### src/rtl/seq_divider_pkg.sv
// Shared types and sizing helpers for the sequential restoring divider.
package seq_divider_pkg;

    // Controller states: capture, prepare, iterate, report.
    typedef enum logic [1:0] {
        IDLE = 2'd0,
        LOAD = 2'd1,
        CALC = 2'd2,
        DONE = 2'd3
    } state_e;

    localparam int DEFAULT_N = 8;

    // The counter must be able to hold the value N itself, hence N+1 codes.
    function automatic int cntWidth(input int n);
        return $clog2(n + 1);
    endfunction

    localparam int DEFAULT_CNT_W = cntWidth(DEFAULT_N);

endpackage

### src/rtl/seq_divider_ctrl.sv
// Control FSM for the divider: sequences capture, iteration and result update.
module seq_divider_ctrl
    import seq_divider_pkg::*;
(
    input  logic clk,
    input  logic rst_n,
    input  logic start_i,
    input  logic mZero_i,
    input  logic cntLast_i,
    output logic load_o,
    output logic shift_en_o,
    output logic cnt_ld_o,
    output logic cnt_en_o,
    output logic result_ld_o,
    output logic busy_o,
    output logic done_o
);

    state_e state_q;
    state_e state_d;

    // State register; reset drops straight back to IDLE without a clock.
    always_ff @(posedge clk or negedge rst_n) begin
        if (!rst_n) begin
            state_q <= IDLE;
        end else begin
            state_q <= state_d;
        end
    end

    // Next-state and datapath strobes; start is only looked at in IDLE.
    always_comb begin
        state_d     = state_q;
        load_o      = 1'b0;
        shift_en_o  = 1'b0;
        cnt_ld_o    = 1'b0;
        cnt_en_o    = 1'b0;
        result_ld_o = 1'b0;
        busy_o      = 1'b0;
        done_o      = 1'b0;
        unique case (state_q)
            IDLE: begin
                if (start_i) begin
                    load_o  = 1'b1;
                    state_d = LOAD;
                end
            end
            LOAD: begin
                busy_o   = 1'b1;
                cnt_ld_o = 1'b1;
                if (mZero_i) begin
                    result_ld_o = 1'b1;
                    state_d     = DONE;
                end else begin
                    state_d = CALC;
                end
            end
            CALC: begin
                busy_o     = 1'b1;
                shift_en_o = 1'b1;
                cnt_en_o   = 1'b1;
                if (cntLast_i) begin
                    result_ld_o = 1'b1;
                    state_d     = DONE;
                end
            end
            DONE: begin
                busy_o  = 1'b1;
                done_o  = 1'b1;
                state_d = IDLE;
            end
            default: begin
                state_d = IDLE;
            end
        endcase
    end

endmodule

### src/rtl/seq_divider.sv
// Sequential unsigned restoring divider: one quotient bit per CALC cycle.
module seq_divider
    import seq_divider_pkg::*;
#(
    parameter int N = DEFAULT_N
) (
    input  logic         clk,
    input  logic         rst_n,
    input  logic         start_i,
    input  logic [N-1:0] dividend_i,
    input  logic [N-1:0] divisor_i,
    output logic         busy_o,
    output logic         done_o,
    output logic [N-1:0] quotient_o,
    output logic [N-1:0] remainder_o,
    output logic         div_by_zero_o
);

    localparam int CntW = cntWidth(N);

    logic [N:0]      aQ, aD;
    logic [N-1:0]    qQ, qD;
    logic [N-1:0]    mQ, mD;
    logic [CntW-1:0] cntQ, cntD;
    logic [N-1:0]    quotQ, quotD;
    logic [N-1:0]    remQ, remD;
    logic            dbzQ, dbzD;

    logic            load, shiftEn, cntLd, cntEn, resultLd;
    logic            mZero, cntLast;
    logic [2*N:0]    aqShifted;
    logic [N:0]      aShift;
    logic [N-1:0]    qShifted;
    logic [N:0]      diff;
    logic            qBit;
    logic [N:0]      aNext;
    logic [N-1:0]    qNext;

    assign mZero   = (mQ == '0);
    assign cntLast = (cntQ == CntW'(1));

    seq_divider_ctrl u_ctrl (
        .clk         (clk),
        .rst_n       (rst_n),
        .start_i     (start_i),
        .mZero_i     (mZero),
        .cntLast_i   (cntLast),
        .load_o      (load),
        .shift_en_o  (shiftEn),
        .cnt_ld_o    (cntLd),
        .cnt_en_o    (cntEn),
        .result_ld_o (resultLd),
        .busy_o      (busy_o),
        .done_o      (done_o)
    );

    // One restoring step: shift {A,Q}, trial-subtract M, keep the difference if it did not borrow.
    always_comb begin
        aqShifted = {aQ, qQ} << 1;
        aShift    = aqShifted[2*N:N];
        qShifted  = aqShifted[N-1:0];
        diff      = aShift - {1'b0, mQ};
        qBit      = ~diff[N];
        aNext     = diff[N] ? aShift : diff;
        qNext     = qShifted | N'(qBit);
    end

    // Next values for all datapath registers, driven by the controller strobes.
    always_comb begin
        aD   = aQ;
        qD   = qQ;
        mD   = mQ;
        cntD = cntQ;
        quotD = quotQ;
        remD  = remQ;
        dbzD  = dbzQ;
        if (load) begin
            qD = dividend_i;
            mD = divisor_i;
        end
        if (cntLd) begin
            aD   = '0;
            cntD = CntW'(N);
        end
        if (shiftEn) begin
            aD = aNext;
            qD = qNext;
        end
        if (cntEn) begin
            cntD = cntQ - CntW'(1);
        end
        if (resultLd) begin
            if (mZero) begin
                quotD = '1;
                remD  = qQ;
                dbzD  = 1'b1;
            end else begin
                quotD = qNext;
                remD  = aNext[N-1:0];
                dbzD  = 1'b0;
            end
        end
    end

    // Datapath and result registers; results only move on the edge into DONE.
    always_ff @(posedge clk or negedge rst_n) begin
        if (!rst_n) begin
            aQ    <= '0;
            qQ    <= '0;
            mQ    <= '0;
            cntQ  <= '0;
            quotQ <= '0;
            remQ  <= '0;
            dbzQ  <= 1'b0;
        end else begin
            aQ    <= aD;
            qQ    <= qD;
            mQ    <= mD;
            cntQ  <= cntD;
            quotQ <= quotD;
            remQ  <= remD;
            dbzQ  <= dbzD;
        end
    end

    assign quotient_o    = quotQ;
    assign remainder_o   = remQ;
    assign div_by_zero_o = dbzQ;

endmodule

### config.mk
export PLATFORM = sky130hd
export DESIGN_NAME = seq_divider
export DESIGN_NICKNAME = d
export VERILOG_FILES = /design/src/rtl/seq_divider_pkg.sv /design/src/rtl/seq_divider_ctrl.sv /design/src/rtl/seq_divider.sv
export SDC_FILE = /design/constraint.sdc
export NUM_CORES = 1
export LEC_CHECK = 0
export CORE_MARGIN = 2
export CORE_UTILIZATION = 45
export DETAILED_ROUTE_END_ITERATION = 16
export GPL_TIMING_DRIVEN = 0
export PLACE_DENSITY = 0.73
export SYNTH_ARGS = -nofsm -noshare
export SYNTH_HDL_FRONTEND = slang
export SYNTH_SLANG_ARGS = --single-unit
export TNS_END_PERCENT = 1
### constraint.sdc
create_clock -name clk -period 6.2 [get_ports clk]
set_clock_uncertainty 0.2 [all_clocks]
set_input_delay 0.93 -clock clk [delete_from_list [all_inputs] [get_ports clk]]
set_output_delay 0.93 -clock clk [all_outputs]
set_load 0.05 [all_outputs]
==> results of run 1 <==
==> through the flow <==
stage	total power, W	area (um2)	util [%]	cells	hold WS [ns]
6_report	0.00141	3240	55.7	395	0.272
5_1_grt	0.00153	3240	55.7	395	0.307
4_1_cts	0.00142	3240	55.7	395	0.278
3_5_place_dp	0.00123	3150	54.2	387	0.255
3_3_place_gp	0.00120	3140	54.0	386	0.254
2_1_floorplan	0.00102	2670	-	274	0.274
==> how the worst min path moves through the flow <==
| stage | start | end | slack [ns] | cells after the start |
|---|---|---|---|---|
| 6_report | quotient_o[3] | quotient_o[3] | 0.27 | 2 |
| 5_1_grt | quotient_o[5] | quotient_o[5] | 0.31 | 2 |
| 4_1_cts | quotient_o[3] | quotient_o[3] | 0.28 | 2 |
| 3_5_place_dp | quotient_o[3] | quotient_o[3] | 0.26 | 2 |
| 3_3_place_gp | quotient_o[1] | quotient_o[1] | 0.25 | 2 |
| 2_1_floorplan | cntQ[2] | cntQ[2] | 0.27 | 1 |
==> registers in the layout, summed over array words and instances (netlist names) <==
name	count
remainder_o	8
cntQ	4
div_by_zero_o	1
aQ	8
quotient_o	8
mQ	8
u_ctrl.state_q	2
qQ	8
==> cells in the final DEF (no fill, tap or decap), types with 2 or more instances in the layout <==
cell type | netlist | final
a211o_1 | 3 | 3
a211oi_1 | 3 | 3
a21o_1 | 3 | 3
a21oi_1 | 19 | 19
a31oi_1 | 2 | 2
buf_2 | 3 | 4
buf_4 | 3 | 3
clkbuf_1 | 6 | 7
clkbuf_8 | 0 | 5
clkdlybuf4s50_1 | 0 | 36
dfrtp_1 | 47 | 47
ha_1 | 15 | 15
inv_1 | 24 | 24
mux2_2 | 9 | 9
mux2i_1 | 15 | 15
nand2_1 | 32 | 32
nand2b_1 | 4 | 4
nand3_1 | 5 | 5
nor2_1 | 7 | 7
nor3_1 | 2 | 2
nor4_1 | 2 | 2
o211a_1 | 2 | 2
o211ai_1 | 2 | 2
o21ai_0 | 25 | 25
o22ai_1 | 14 | 14
xor2_1 | 3 | 3
==> critical path: stages, from the launching register on <==
cell and delay, ns:
dfrtp_1 0.42, inv_1 0.11, ha_1 0.22, inv_1 0.08
clkdlybuf4s50_1 0.80
==> power breakdown <==
part / internal (W) / total (W) / switching, W / leakage, nW
clock: 0.0000812 / 0.000187 / 0.000106 / 0.0418
combinational: 0.000291 / 0.000745 / 0.000454 / 0.812
sequential: 0.000401 / 0.000477 / 0.0000763 / 0.614
total: 0.000773 / 0.00141 / 0.000636 / 1.47
==> layout make-up <==
| class | count | area [um2] |
|---|---|---|
| fillers | 557 | 2570 |
| multi-input cells | 190 | 1340 |
| clock inverters | 2 | 16.3 |
| inverters | 24 | 90.1 |
| clock buffers | 6 | 72.6 |
| flip-flops and latches | 47 | 1180 |
| well taps | 75 | 93.8 |
| repair buffers | 38 | 385 |
| plain buffers | 13 | 71.3 |
==> layer usage <==
metal	routed length [um]	part of all wire, %	GRT usage (%)	up-vias
li1	-	-	-	1070
met2	3010	50	33.1	44
met4	34	0.57	4.75	0
met5	0	0	0	-
met3	244	4.1	3.44	2
met1	2700	45	27.1	1075
==> kinds of logic (layout without fill, tap and decap cells) <==
group,after synthesis,after routing,synth area share (%)
muxes,25,25,9.97
DFF,47,47,44.0
and+or+nand+nor,61,61,10.7
adders and majority gates,16,16,7.77
buffers and inverters,37,83,6.04
xor gates and xnor gates,4,4,1.31
AOI/OAI and AO/OA,84,84,20.2
==> summary.md, run 1 <==
| Metric | Value |
|---|---|
| Status | `finished clean` |
| EDFF count, synth | `0` |
| Area of the mapped netlist | `2670 um2` |
| Pwr Density | `435 nW/um2` |
| Mapped Nets | `just over 300` |
| DR WL/cell | `between 15 and 20 um` |
| Iter 0 DRT Violations | `195` |
| All-Layer GR Usage | `19.9%` |
| Largest net degree at the start of global routing | `34` |
| Pre-CTS setup slack | `3.45 ns` |
| VDD IR-drop max | `0.302 mV` |
| Initial core utilization | `46.0%` |
| Clk_lat worst skew | `0.30 ns` |
| FF-to-FF path depth | `10` |
| Most common cell in the synthesized netlist | `dfrtp_1` |
| TritonCTS buffer count | `5` |
| # resized after CTS | `0` |
| Post-CTS setup buffer count | `0` |
| Crit path launch type | `flop` |
| Endpoints failing hold | `0` |
| Synth cell types | `48` |
| Pleak | `between 1 and 1.5 nW` |
| Core area | `between 5000 and 6000 um2` |
| Reg-to-reg endpoint | `remainder_o[5]` |
| Setup crit end | `busy_o` |
| Detail Route Antenna Nets | `0` |
| Yosys reg bits | `between 40 and 50` |
| Reg clk slew, reported paths | `0.09 ns` |
| Antenna violations before repair | `0` |
| Final period util | `49.2%` |
| Fmax achieved | `roughly 330 MHz` |
| Synth warn | `0` |
| Cell Rows | `28` |
| Register area share after synthesis | `44.0%` |
| RSZ-0062 raised after global routing | `no` |
| Vias in the first global route | `2089` |
| Yosys top cell area share | `44.0%` |
| Sink Count | `47` |
| Final worst slack | `around 3.1 ns` |
| Via count | `2191` |
| RD Place Congestion | `around 0.85` |
| Die area | `6570 um2` |
| CP endpoint kind | `output port` |
| Rel. slew slack | `around 60%` |
| Final Net Count | `between 300 and 400` |
| Share of layout cells above drive strength 1 | `10.3%` |
| CTS tree | `yes` |
| First-pass GRT wire length | `9.95 mm` |
| Synth cell count leaders | `dfrtp_1 (47), nand2_1 (32), o21ai_0 (25)` |
| Via density | `about 5.5` |
| Ys flop type | `dfrtp_1` |
| Dpl hpwl | `roughly 4.6 mm` |
| Drt drc | `0` |
| Origin of the critical flop-to-flop path | `qQ[7]` |
| Arrival time of the worst setup path | `approximately 1.9 ns` |
| Synth area leaders | `dfrtp_1 (44%), ha_1 (7.0%), mux2i_1 (5.6%)` |
| Synthesized instance count | `274` |
| ANT cells | `0` |
| CTS H-tree depth | `2` |
| Die Wd | `a little over 80 um` |
| Die height | `just over 80 um` |
| CTS Root Cell | `clkbuf_8` |
| Drt total wl | `5.99 mm` |
| Slew Limit Fails | `0` |
| Critical path peak fanout | `5` |
| Async S/R FF share, synth | `100%` |
| HP Class | `reg2reg` |
| Global route overflow | `0` |
| Reg2reg setup slack | `around 3.4 ns` |
| Worst Setup SP | `u_ctrl.state_q[0]` |
| Fin Setup TNS | `0 ns` |
| Avg Cell Area, Syn | `between 9 and 10 um2` |
| Drt first pass iters | `4` |
| Kind of critical path | `reg2out` |
| Clock Path Buffers | `2` |
| Yosys top cell by area | `dfrtp_1` |
| Area delta synth->final | `21.2%` |
| Final number of setup-violating endpoints | `0` |
| Number of max-cap violations | `0` |
| Slew @ Worst Pin | `0.593 ns` |
| CTS Hold Bufs | `0` |
| Tmin final | `3.05 ns` |
| Ports | `38` |
| I/O Buffers | `37` |
| CP required | `between 5 and 6 ns` |
No activity file was read; power rests on OpenSTA's default activity.
==> inputs of run 2 (changes only) <==
--- a/config.mk
+++ b/config.mk
@@ -9,7 +9,7 @@
 export CORE_UTILIZATION = 45
 export DETAILED_ROUTE_END_ITERATION = 16
 export GPL_TIMING_DRIVEN = 0
-export PLACE_DENSITY = 0.73
+export PLACE_DENSITY = 0.75
 export SYNTH_ARGS = -nofsm -noshare
 export SYNTH_HDL_FRONTEND = slang
 export SYNTH_SLANG_ARGS = --single-unit
==> constraint.sdc (replaced) <==
create_clock -name clk -period 2.7 [get_ports clk]
set_clock_uncertainty 0.2 [all_clocks]
set_input_delay 0.405 -clock clk [delete_from_list [all_inputs] [get_ports clk]]
set_output_delay 0.405 -clock clk [all_outputs]
set_load 0.05 [all_outputs]
==> run 2 against run 1 <==
  * Non-clock buffer count grew 5
  * Largest power group unchanged
  * Sequential share of layout area down 0.94 points
  * Wire length hardly changed
  * Via count increased by 0.14%
  * Clock power up 140%
  * Die area unchanged
  * Flip-flop and latch count is the same
  * Count of clock-buffer cells in the layout fell by 1
  * Register-to-register slack worse by 3.3 ns
  * Global-route usage down 0.40 points
  * Total power is 140% higher
  * Worst hold slack gained 0.00066 ns
==> summary.md, run 2 (synthesized netlist as in run 1, its figures left out) <==
| Metric | Value |
|---|---|
| DR WL/cell | `15.0 um (-1.3%)` |
| GR Util met3 | `3.22% (-0.22 points)` |
| CP required | `2.66 ns (-2.41 ns)` |
| Clock Path Buffers | `2 (unchanged)` |
| Via count | `2194 (+0.14%)` |
| Cell family with most CP delay | `compound AO/OA/AOI/OAI gates` |
| Sequential Area | `1180 um2 (unchanged)` |
| Drt total wl | `5.98 mm (about the same)` |
| Global route overflow | `0 (unchanged)` |
| Slowest library cell on the worst path | `dfrtp_1` |
| Die area | `6570 um2 (unchanged)` |
| Drt first pass iters | `4 (unchanged)` |
| Bufs and invs on worst path | `3 (unchanged)` |
| First-pass GRT wire length | `9.87 mm (-0.82%)` |
| # fillers | `517 (-7.2%)` |
| CP endpoint kind | `flop` |
| ANT cells | `0 (unchanged)` |
| Area post-placement | `3150 um2 (unchanged)` |
| Slew Limit Fails | `0 (unchanged)` |
| Status | `finished clean` |
| Vias in the first global route | `2067 (-1.1%)` |
| Final period util | `96.1%` |
| Most frequent cells in the layout | `dfrtp_1 (47), clkdlybuf4s50_1 (36), nand2_1 (32)` |
| Arrival time of the worst setup path | `2.56 ns (+0.64 ns)` |
| Core area | `5820 um2 (unchanged)` |
| Critical path peak fanout | `5 (unchanged)` |
| Crit path largest cell delay | `0.42 ns (-0.38 ns)` |
| All-Layer GR Usage | `19.5% (-0.40 points)` |
| Sink Count | `47 (unchanged)` |
| Pleak | `1.51 nW (+2.6%)` |
| Pre-CTS setup slack | `0.00615 ns (-3.45 ns)` |
| Multi-input gate area | `1380 um2 (+3.5%)` |
| Initial core utilization | `46.0% (unchanged)` |
| CTS Root Cell | `clkbuf_8` |
| Endpoints failing hold | `0 (unchanged)` |
| Kind of critical path | `reg2reg` |
| Reg clk slew, reported paths | `0.09 ns (about the same)` |
| Cell Rows | `28 (unchanged)` |
| Final worst slack | `0.106 ns (-3.04 ns)` |
| RD Place Congestion | `0.798 (-6.3%)` |
| Layout Cells excl Fill | `400 (+1.3%)` |
| Die Wd | `81.1 um (unchanged)` |
| Die height | `81.1 um (unchanged)` |
| Clk_lat worst skew | `0.31 ns (about the same)` |
| Antenna violations before repair | `0 (unchanged)` |
| Slew @ Worst Pin | `0.711 ns (+0.119 ns)` |
| CTS H-tree depth | `2 (unchanged)` |
| Fmax achieved | `385 MHz` |
| Tmin final | `approximately 2.6 ns` |
| Finished layout cell area | `3330 um2 (+2.7%)` |
| Number of max-cap violations | `0 (unchanged)` |
| Dpl hpwl | `4.48 mm (-2.6%)` |
| Share of layout cells above drive strength 1 | `14.2% (+3.8 points)` |
| Ports | `38 (unchanged)` |
| CTS tree | `yes` |
| Final Net Count | `359 (+1.4%)` |
| CP cell instances | `inv_2 -> ha_4 -> inv_2 -> fa_2 -> a211oi_4 -> o211a_1 -> o211a_1 -> buf_6 -> mux2i_2 -> o22ai_1` |
| Rel. slew slack | `52.1% (-8.0 points)` |
| GRT busiest layer | `met2` |
| Post-placement cell count | `387 (unchanged)` |
| TritonCTS buffer count | `5 (unchanged)` |
| Drt drc | `0 (unchanged)` |
| I/O Buffers | `37 (unchanged)` |
| Pwr Density | `1000 nW/um2 (+130%)` |
| Area delta synth->final | `24.5%` |
| Largest net degree at the start of global routing | `34 (unchanged)` |
| VDD IR-drop max | `0.879 mV (+190%)` |
| Commonest non-fill, non-tap cell in the layout | `dfrtp_1` |
| Fin Setup TNS | `0 ns (unchanged)` |
| HP Class | `reg2reg` |
| Crit path launch type | `flop` |
| Iter 0 DRT Violations | `198 (+1.5%)` |
| Detail Route Antenna Nets | `0 (unchanged)` |
| Via density | `5.49 (-1.1%)` |
| RSZ-0062 raised after global routing | `no` |
| Final number of setup-violating endpoints | `0 (unchanged)` |
| Routing usage on met2 | `32.1% (-0.91 points)` |
| Tot Pwr | `0.00334 W (+140%)` |
| Met1 Use GR | `26.4% (-0.71 points)` |
==> run 2: layout make-up <==
| cell class | instances | share of cell area, % |
|---|---|---|
| well taps | 75 | 2.82 |
| clock inverters | 3 | 0.677 |
| plain buffers | 13 | 2.14 |
| repair buffers | 43 | 12.7 |
| inverters | 24 | 2.71 |
| multi-input cells | 190 | 41.5 |
| clock buffers | 5 | 2.07 |
| flip-flops and latches | 47 | 35.3 |
==> run 2: final timing paths <==
kind                          startpoint             to  slack (ns)  depth (start not counted)
setup / recovery                   qQ[7]          aQ[3]        0.11                         10
hold / removal             quotient_o[4]  quotient_o[4]        0.27                          2
setup reg to reg                   qQ[7]          aQ[3]        0.11                         10
hold reg to reg            quotient_o[4]  quotient_o[4]        0.27                          2
max in group asynchronous          rst_n          aQ[5]        1.48                          3
min in group asynchronous          rst_n        cntQ[3]        0.33                          2
==> run 2: routing by layer <==
layer / vias to the layer above / routed length [um]
met3: 8 / 292
met2: 51 / 2940
met4: 0 / 70
met5: - / 0
met1: 1063 / 2680
li1: 1072 / -
==> run 2: worst min-delay path: stages, from the launching register on <==
cell	delay, ns
dfrtp_1	0.35
nand2_1	0.05
nand2_1	0.05
==> run 2: what timing repair did <==
| action | in CTS | in global routing |
|---|---|---|
| endpoints found under the hold margin | 14 | 0 |
| pin swaps | 1 | 5 |
| gates cloned | 0 | 1 |
| resized for setup | 2 | 9 |
| buffers inserted | 0 | 3 |
| hold buffers | 1 | 0 |
| setup endpoints to repair | 7 | 15 |
==> run 2: power by group <==
part	internal [W]	switching (W)	total [W]
registers	0.000921	0.000186	0.00111
clock network	0.000186	0.000254	0.000440
logic	0.000724	0.00107	0.00179
total	0.00183	0.00151	0.00334
==> run 2: stage by stage <==
step	utilization [%]	hold WS, ns
2_1_floorplan	-	-0.0906
3_3_place_gp	54.0	0.254
3_5_place_dp	54.2	0.143
4_1_cts	56.1	0.277
5_1_grt	57.2	0.307
6_report	57.2	0.273
==> inputs of run 3 (changes only) <==
--- a/config.mk
+++ b/config.mk
@@ -5,6 +5,7 @@
 export SDC_FILE = /design/constraint.sdc
 export NUM_CORES = 1
 export LEC_CHECK = 0
+export ABC_CLOCK_PERIOD_IN_PS = 2700
 export CORE_MARGIN = 2
 export CORE_UTILIZATION = 45
 export DETAILED_ROUTE_END_ITERATION = 16
==> results of run 3 <==
Final layout, timing and power as in run 2 (identical DEF).
